==> src/rtl/vga_timing_gen_if.sv <==
// Raster timing bundle: pixel enable in, position counters and sync/blank strobes out.
interface vga_timing_gen_if #(
   parameter int unsigned HW = 11,
   parameter int unsigned VW = 10,
   parameter int unsigned FW = 8
);
   logic          ce;
   logic [HW-1:0] hcount;
   logic [VW-1:0] vcount;
   logic          hsync;
   logic          vsync;
   logic          hblnk;
   logic          vblnk;
   logic          line_start;
   logic          frame_start;
   logic [FW-1:0] frame_cnt;

   modport master (
      input  ce,
      output hcount, vcount, hsync, vsync, hblnk, vblnk, line_start, frame_start, frame_cnt
   );

   modport slave (
      output ce,
      input  hcount, vcount, hsync, vsync, hblnk, vblnk, line_start, frame_start, frame_cnt
   );
endinterface

==> src/rtl/vga_timing_gen.sv <==
// VGA raster timing generator: h/v counters, registered sync/blank/start strobes,
// frame counter and an optional ce-qualified output delay line.
module vga_timing_gen #(
   parameter int unsigned H_ACTIVE = 1024,
   parameter int unsigned H_FP     = 24,
   parameter int unsigned H_SYNC   = 136,
   parameter int unsigned H_BP     = 160,
   parameter int unsigned V_ACTIVE = 768,
   parameter int unsigned V_FP     = 3,
   parameter int unsigned V_SYNC   = 6,
   parameter int unsigned V_BP     = 29,
   parameter bit          HS_POL   = 1'b0,
   parameter bit          VS_POL   = 1'b0,
   parameter int unsigned DELAY    = 0,
   parameter int unsigned HW       = 11,
   parameter int unsigned VW       = 10,
   parameter int unsigned FW       = 8
) (
   input  logic             clk,
   input  logic             rst,
   vga_timing_gen_if.master vga
);

   localparam int unsigned H_TOTAL = H_ACTIVE + H_FP + H_SYNC + H_BP;
   localparam int unsigned V_TOTAL = V_ACTIVE + V_FP + V_SYNC + V_BP;
   localparam int unsigned HS_BEG  = H_ACTIVE + H_FP;
   localparam int unsigned HS_END  = H_ACTIVE + H_FP + H_SYNC;
   localparam int unsigned VS_BEG  = V_ACTIVE + V_FP;
   localparam int unsigned VS_END  = V_ACTIVE + V_FP + V_SYNC;
   localparam logic [HW-1:0] H_LAST = HW'(H_TOTAL - 1);
   localparam logic [VW-1:0] V_LAST = VW'(V_TOTAL - 1);

   if (DELAY > 15) begin : g_err_delay
      $error("DELAY must be in 0..15");
   end
   if ((64'(H_TOTAL) - 64'd1) >= (64'd1 << HW)) begin : g_err_hw
      $error("H_TOTAL-1 does not fit in HW bits");
   end
   if ((64'(V_TOTAL) - 64'd1) >= (64'd1 << VW)) begin : g_err_vw
      $error("V_TOTAL-1 does not fit in VW bits");
   end

   typedef struct packed {
      logic [HW-1:0] hcount;
      logic [VW-1:0] vcount;
      logic          hsync;
      logic          vsync;
      logic          hblnk;
      logic          vblnk;
      logic          line_start;
      logic          frame_start;
      logic [FW-1:0] frame_cnt;
   } bundle_t;

   // Bundle describing position (0,0) of a fresh frame.
   localparam bundle_t RST_BUNDLE = '{
      hcount:      '0,
      vcount:      '0,
      hsync:       ~HS_POL,
      vsync:       ~VS_POL,
      hblnk:       1'b0,
      vblnk:       1'b0,
      line_start:  1'b1,
      frame_start: 1'b1,
      frame_cnt:   '0
   };

   bundle_t       r_cnt;
   bundle_t       w_nxt;
   bundle_t       w_out;
   logic          w_h_last;
   logic          w_v_last;
   logic [HW-1:0] w_h_nxt;
   logic [VW-1:0] w_v_nxt;
   logic [FW-1:0] w_f_nxt;

   assign w_h_last = (r_cnt.hcount == H_LAST);
   assign w_v_last = (r_cnt.vcount == V_LAST);

   always_comb begin
      w_h_nxt = r_cnt.hcount + HW'(1);
      w_v_nxt = r_cnt.vcount;
      w_f_nxt = r_cnt.frame_cnt;
      if (w_h_last) begin
         w_h_nxt = '0;
         w_v_nxt = w_v_last ? '0 : r_cnt.vcount + VW'(1);
         if (w_v_last) begin
            w_f_nxt = r_cnt.frame_cnt + FW'(1);
         end
      end
   end

   // Flags decode the next position so they land in the same register as the count.
   always_comb begin
      w_nxt             = RST_BUNDLE;
      w_nxt.hcount      = w_h_nxt;
      w_nxt.vcount      = w_v_nxt;
      w_nxt.frame_cnt   = w_f_nxt;
      w_nxt.hblnk       = (32'(w_h_nxt) >= H_ACTIVE);
      w_nxt.vblnk       = (32'(w_v_nxt) >= V_ACTIVE);
      w_nxt.hsync       = (32'(w_h_nxt) >= HS_BEG && 32'(w_h_nxt) < HS_END) ? HS_POL : ~HS_POL;
      w_nxt.vsync       = (32'(w_v_nxt) >= VS_BEG && 32'(w_v_nxt) < VS_END) ? VS_POL : ~VS_POL;
      w_nxt.line_start  = (w_h_nxt == '0);
      w_nxt.frame_start = (w_h_nxt == '0) && (w_v_nxt == '0);
   end

   always_ff @(posedge clk or posedge rst) begin
      if (rst) begin
         r_cnt <= RST_BUNDLE;
      end else if (vga.ce) begin
         r_cnt <= w_nxt;
      end
   end

   if (DELAY == 0) begin : g_no_dly
      assign w_out = r_cnt;
   end else begin : g_dly
      bundle_t r_pipe [DELAY];

      always_ff @(posedge clk or posedge rst) begin
         if (rst) begin
            for (int i = 0; i < int'(DELAY); i++) begin
               r_pipe[i] <= RST_BUNDLE;
            end
         end else if (vga.ce) begin
            r_pipe[0] <= r_cnt;
            for (int i = 1; i < int'(DELAY); i++) begin
               r_pipe[i] <= r_pipe[i-1];
            end
         end
      end

      assign w_out = r_pipe[DELAY-1];
   end

   assign vga.hcount      = w_out.hcount;
   assign vga.vcount      = w_out.vcount;
   assign vga.hsync       = w_out.hsync;
   assign vga.vsync       = w_out.vsync;
   assign vga.hblnk       = w_out.hblnk;
   assign vga.vblnk       = w_out.vblnk;
   assign vga.line_start  = w_out.line_start;
   assign vga.frame_start = w_out.frame_start;
   assign vga.frame_cnt   = w_out.frame_cnt;

endmodule

==> src/flat_wrapper.sv <==
// flat-port wrapper written by rule: the top's interface ports become plain ports
module vga_timing_gen_flat 
#(
   parameter int unsigned H_ACTIVE = 1024,
   parameter int unsigned H_FP     = 24,
   parameter int unsigned H_SYNC   = 136,
   parameter int unsigned H_BP     = 160,
   parameter int unsigned V_ACTIVE = 768,
   parameter int unsigned V_FP     = 3,
   parameter int unsigned V_SYNC   = 6,
   parameter int unsigned V_BP     = 29,
   parameter bit          HS_POL   = 1'b0,
   parameter bit          VS_POL   = 1'b0,
   parameter int unsigned DELAY    = 0,
   parameter int unsigned HW       = 11,
   parameter int unsigned VW       = 10,
   parameter int unsigned FW       = 8
)
  (clk, rst, vga_ce, vga_hcount, vga_vcount, vga_hsync, vga_vsync, vga_hblnk, vga_vblnk, vga_line_start, vga_frame_start, vga_frame_cnt);
  vga_timing_gen_if #(.HW(HW), .VW(VW), .FW(FW)) vga_i ();
  input  logic clk;
  input  logic rst;
  input wire logic [$bits(vga_i.ce)-1:0] vga_ce;
  output wire logic [$bits(vga_i.hcount)-1:0] vga_hcount;
  output wire logic [$bits(vga_i.vcount)-1:0] vga_vcount;
  output wire logic [$bits(vga_i.hsync)-1:0] vga_hsync;
  output wire logic [$bits(vga_i.vsync)-1:0] vga_vsync;
  output wire logic [$bits(vga_i.hblnk)-1:0] vga_hblnk;
  output wire logic [$bits(vga_i.vblnk)-1:0] vga_vblnk;
  output wire logic [$bits(vga_i.line_start)-1:0] vga_line_start;
  output wire logic [$bits(vga_i.frame_start)-1:0] vga_frame_start;
  output wire logic [$bits(vga_i.frame_cnt)-1:0] vga_frame_cnt;
  assign vga_i.ce = vga_ce;
  assign vga_hcount = vga_i.hcount;
  assign vga_vcount = vga_i.vcount;
  assign vga_hsync = vga_i.hsync;
  assign vga_vsync = vga_i.vsync;
  assign vga_hblnk = vga_i.hblnk;
  assign vga_vblnk = vga_i.vblnk;
  assign vga_line_start = vga_i.line_start;
  assign vga_frame_start = vga_i.frame_start;
  assign vga_frame_cnt = vga_i.frame_cnt;
  vga_timing_gen #(.H_ACTIVE(H_ACTIVE), .H_FP(H_FP), .H_SYNC(H_SYNC), .H_BP(H_BP), .V_ACTIVE(V_ACTIVE), .V_FP(V_FP), .V_SYNC(V_SYNC), .V_BP(V_BP), .HS_POL(HS_POL), .VS_POL(VS_POL), .DELAY(DELAY), .HW(HW), .VW(VW), .FW(FW)) u_core (.clk(clk), .rst(rst), .vga(vga_i));
endmodule
==> config.mk <==
export PLATFORM = sky130hd
export DESIGN_NAME = vga_timing_gen_flat
export DESIGN_NICKNAME = d
export VERILOG_FILES = /design/src/rtl/vga_timing_gen_if.sv /design/src/rtl/vga_timing_gen.sv /design/src/flat_wrapper.sv
export SDC_FILE = /design/constraint.sdc
export NUM_CORES = 1
export LEC_CHECK = 0
export BUFFER_PORTS_ARGS = -buffer_cell sky130_fd_sc_hd__buf_2
export CAP_MARGIN = 25
export CORE_MARGIN = 2
export CORE_UTILIZATION = 51
export CTS_BUF_LIST = sky130_fd_sc_hd__clkbuf_16
export DETAILED_ROUTE_END_ITERATION = 6
export PLACE_DENSITY = 0.86
export REMOVE_ABC_BUFFERS = 1
export SYNTH_ARGS = -nofsm -noshare
export SYNTH_HDL_FRONTEND = slang
export SYNTH_SLANG_ARGS = --single-unit
==> constraint.sdc <==
create_clock -name clk -period 2.4 [get_ports clk]
set_clock_uncertainty 0.05 [all_clocks]
set_input_delay 0.12 -clock clk [delete_from_list [all_inputs] [get_ports clk]]
set_output_delay 0.12 -clock clk [all_outputs]
set_load 0.01 [all_outputs]
==> flow_summary_export.csv <==
group,metric,value,unit
floorplan,rows,24,
yosys,synth-edff-count,0,
sta,slew_headroom,59.5,%
final_layout,final_cell_area,0.00308,sq mm
yosys,synth_cell_types,58,
global_routing,antenna_found_initial,0,
sta,finalCritPeriodShare,98.3,%
global_routing,grt_max_degree,20,
detailed_routing,wirelength,6790,um
yosys,synth-seq-cells,35,
placement,hpwlAfterDp,4350,um
sta,layout_setup_ws,0.0407,ns
power_and_ir_drop,power.density,754,mW/mm^2
placement,gp_congestion,0.974,
yosys,synthFlopType,"dfrtp_1",
power_and_ir_drop,ir_drop,0.000338,V
cts,cts_tree,"built",
power_and_ir_drop,p_leak,1.40,nW
cts,insertion_delay,0.29,ns
setup_path,critPathKind,"reg -> reg",
cts,numCtsBuffers,5,
floorplan,die_y,71.4,um
detailed_routing,drtAntennaViolNets,0,
floorplan,initial_core_util,53.2,%
detailed_routing,routed_via_density,6.37,
detailed_routing,vias,2479,
placement,place_inst,372,
setup_path,cp.required,2.54,ns
final_layout,instances_no_fill,389,
final_layout,final_nets,344,
yosys,synthArstFlopShare,100,%
yosys,ys_seq_area_share,38.1,%
final_layout,layout-drive-gt1-share,32.3,%
sta,fin_crit,2.36,ns
sta,hold_viol,0,
min_path,hp-class,"in -> reg",
cts,max-clock-path-buffers,2,
global_routing,track_usage,26.4,%
detailed_routing,drtIter0Drc,280,
floorplan,ioPinCount,38,
sta,fmax,424,MHz
placement,placed_cell_area,0.00274,sq mm
cts,clock_sink_count,35,
placement,dp_slack,-0.0546,ns
final_layout,fill_cells,307,
detailed_routing,drc,0,
floorplan,die_x,71.4,um
final_layout,final_cell_mix,"buf_4, buf_2, dfrtp_1",
setup_path,end_kind,"flip-flop",
setup_path,crit_path_start_kind,"flip-flop",
power_and_ir_drop,finalPower,2.32,mW
final_layout,mostFrequentLayoutCell,"buf_4",
yosys,syn-mean-instance-area,8.60,sq um
yosys,netlist_instances,269,
final_layout,areaGrowthSynthToFinish,33.1,%
floorplan,core_area,0.00435,sq mm
detailed_routing,dr.pass1.iters,6,
cts,htree_levels,2,
cts,path_clk_slew,0.06,ns
job,cap_violations,0,
final_layout,antenna_cells,0,
yosys,netlist_area,0.00231,sq mm
final_layout,post-route-util,70.7,%
sta,worst-slew-pin-transition,0.606,ns
yosys,ys_warn_count,0,
global_routing,grt_pass1_wl,10500,um
sta,setup_viol,0,
setup_path,critical_path.max_fanout,5,
sta,final-max-slew-violation-count,0,
global_routing,first_global_vias,2207,
floorplan,die-area,0.00509,sq mm
run_status,outcome,"complete, no violations",
setup_path,cp.arrival,2.50,ns
placement,io_buffers,37,
global_routing,grt-ovfl-total,0,
cts,cts_root_buffer,"clkbuf_16",
detailed_routing,wire_per_inst,17.5,um
==> power by group <==
part	internal (mW)	switching [mW]
clock network	0.595	0.259
logic	0.338	0.418
registers	0.660	0.0538
total	1.59	0.731
==> timing repair <==
| item | in CTS | in global routing |
|---|---|---|
| endpoints found under the hold margin | 14 | 0 |
| pin swaps | 4 | 7 |
| hold buffers | 1 | 0 |
| buffers inserted | 2 | 6 |
| setup endpoints to repair | 1 | 6 |
| gates resized for setup | 5 | 10 |
==> critical path, stage by stage, from the launching register on <==
cell and delay [ns]:
dfrtp_1 0.40, buf_6 0.15, nor4b_4 0.30, nand4_1 0.21, buf_4 0.20, a22o_1 0.23, or3b_1 0.38, mux2i_1 0.18
a41oi_1 0.16
==> registers in the layout, indices dropped and copies added, names as in the netlist <==
register and cells:
u_core.vga.line_start 1, u_core.vga.hblnk 1, u_core.vga.vcount 10, u_core.vga.frame_start 1
u_core.vga.hsync 1, u_core.vga.frame_cnt 8, u_core.vga.vsync 1, u_core.vga.vblnk 1
u_core.vga.hcount 11
==> synth_stat cells (all sizes together), types with 5 or more instances <==
cell type	number	area (sq um)
and3	5	31.3
buf	6	27.5
nand3	12	60.1
clkbuf	14	52.6
xnor2	13	114
dfrtp	31	776
inv	7	26.3
ha	5	62.6
nand2	30	113
nand4	8	50.1
a21oi	12	60.1
o21ai	21	105
nor3	9	45.0
nor2	22	82.6
xor2	7	61.3
==> worst paths after layout <==
check | slack [ns] | endpoint | cells after the start | from
max in group asynchronous | 1.15 | u_core.vga.vsync | 4 | rst
min in group asynchronous | 0.39 | u_core.vga.frame_cnt[5] | 3 | rst
worst max-delay path | 0.04 | u_core.vga.vsync | 8 | u_core.vga.hcount[9]
worst min-delay path | 0.12 | u_core.vga.line_start | 2 | vga_ce
worst max register to register | 0.04 | u_core.vga.vsync | 8 | u_core.vga.hcount[9]
worst min register to register | 0.41 | u_core.vga.frame_cnt[7] | 1 | u_core.vga.frame_cnt[7]
==> layer usage <==
layer	wire [um]	GRT usage (%)	vias up	share of wire, %
met5	0	0	-	0
met4	192	11.3	0	2.8
met3	523	6.05	26	7.7
met2	3320	43.2	144	49
met1	2760	33.5	1203	41
li1	-	-	1106	-
==> area by class of cell <==
class | instances | area (sq um) | area share [%]
inverter | 7 | 26.3 | 0.853
tap | 52 | 65.1 | 2.11
clock inverter | 3 | 67.6 | 2.19
clock buffer | 5 | 125 | 4.06
sequential | 35 | 881 | 28.6
timing repair buffer | 80 | 526 | 17.1
multi-input combinational | 207 | 1390 | 45.1
==> logic make-up after synthesis <==
logic type	after synthesis	synth area share (%)
and+or+nand+nor	112	25.4
AOI/OAI and AO/OA	62	18.0
DFF	35	38.1
buffers and inverters	27	4.59
xor gates and xnor gates	20	7.57
muxes	8	3.68
adders and majority gates	5	2.70
==> through the flow <==
stage               hold slack, ns  setup TNS, ns
floorplan                    0.127         -0.278
global placement             0.168              0
detailed placement           0.172        -0.0546
CTS                         0.0958              0
global route                 0.104        -0.0523
finish                       0.120              0
No activity file was read; power rests on OpenSTA's default activity.
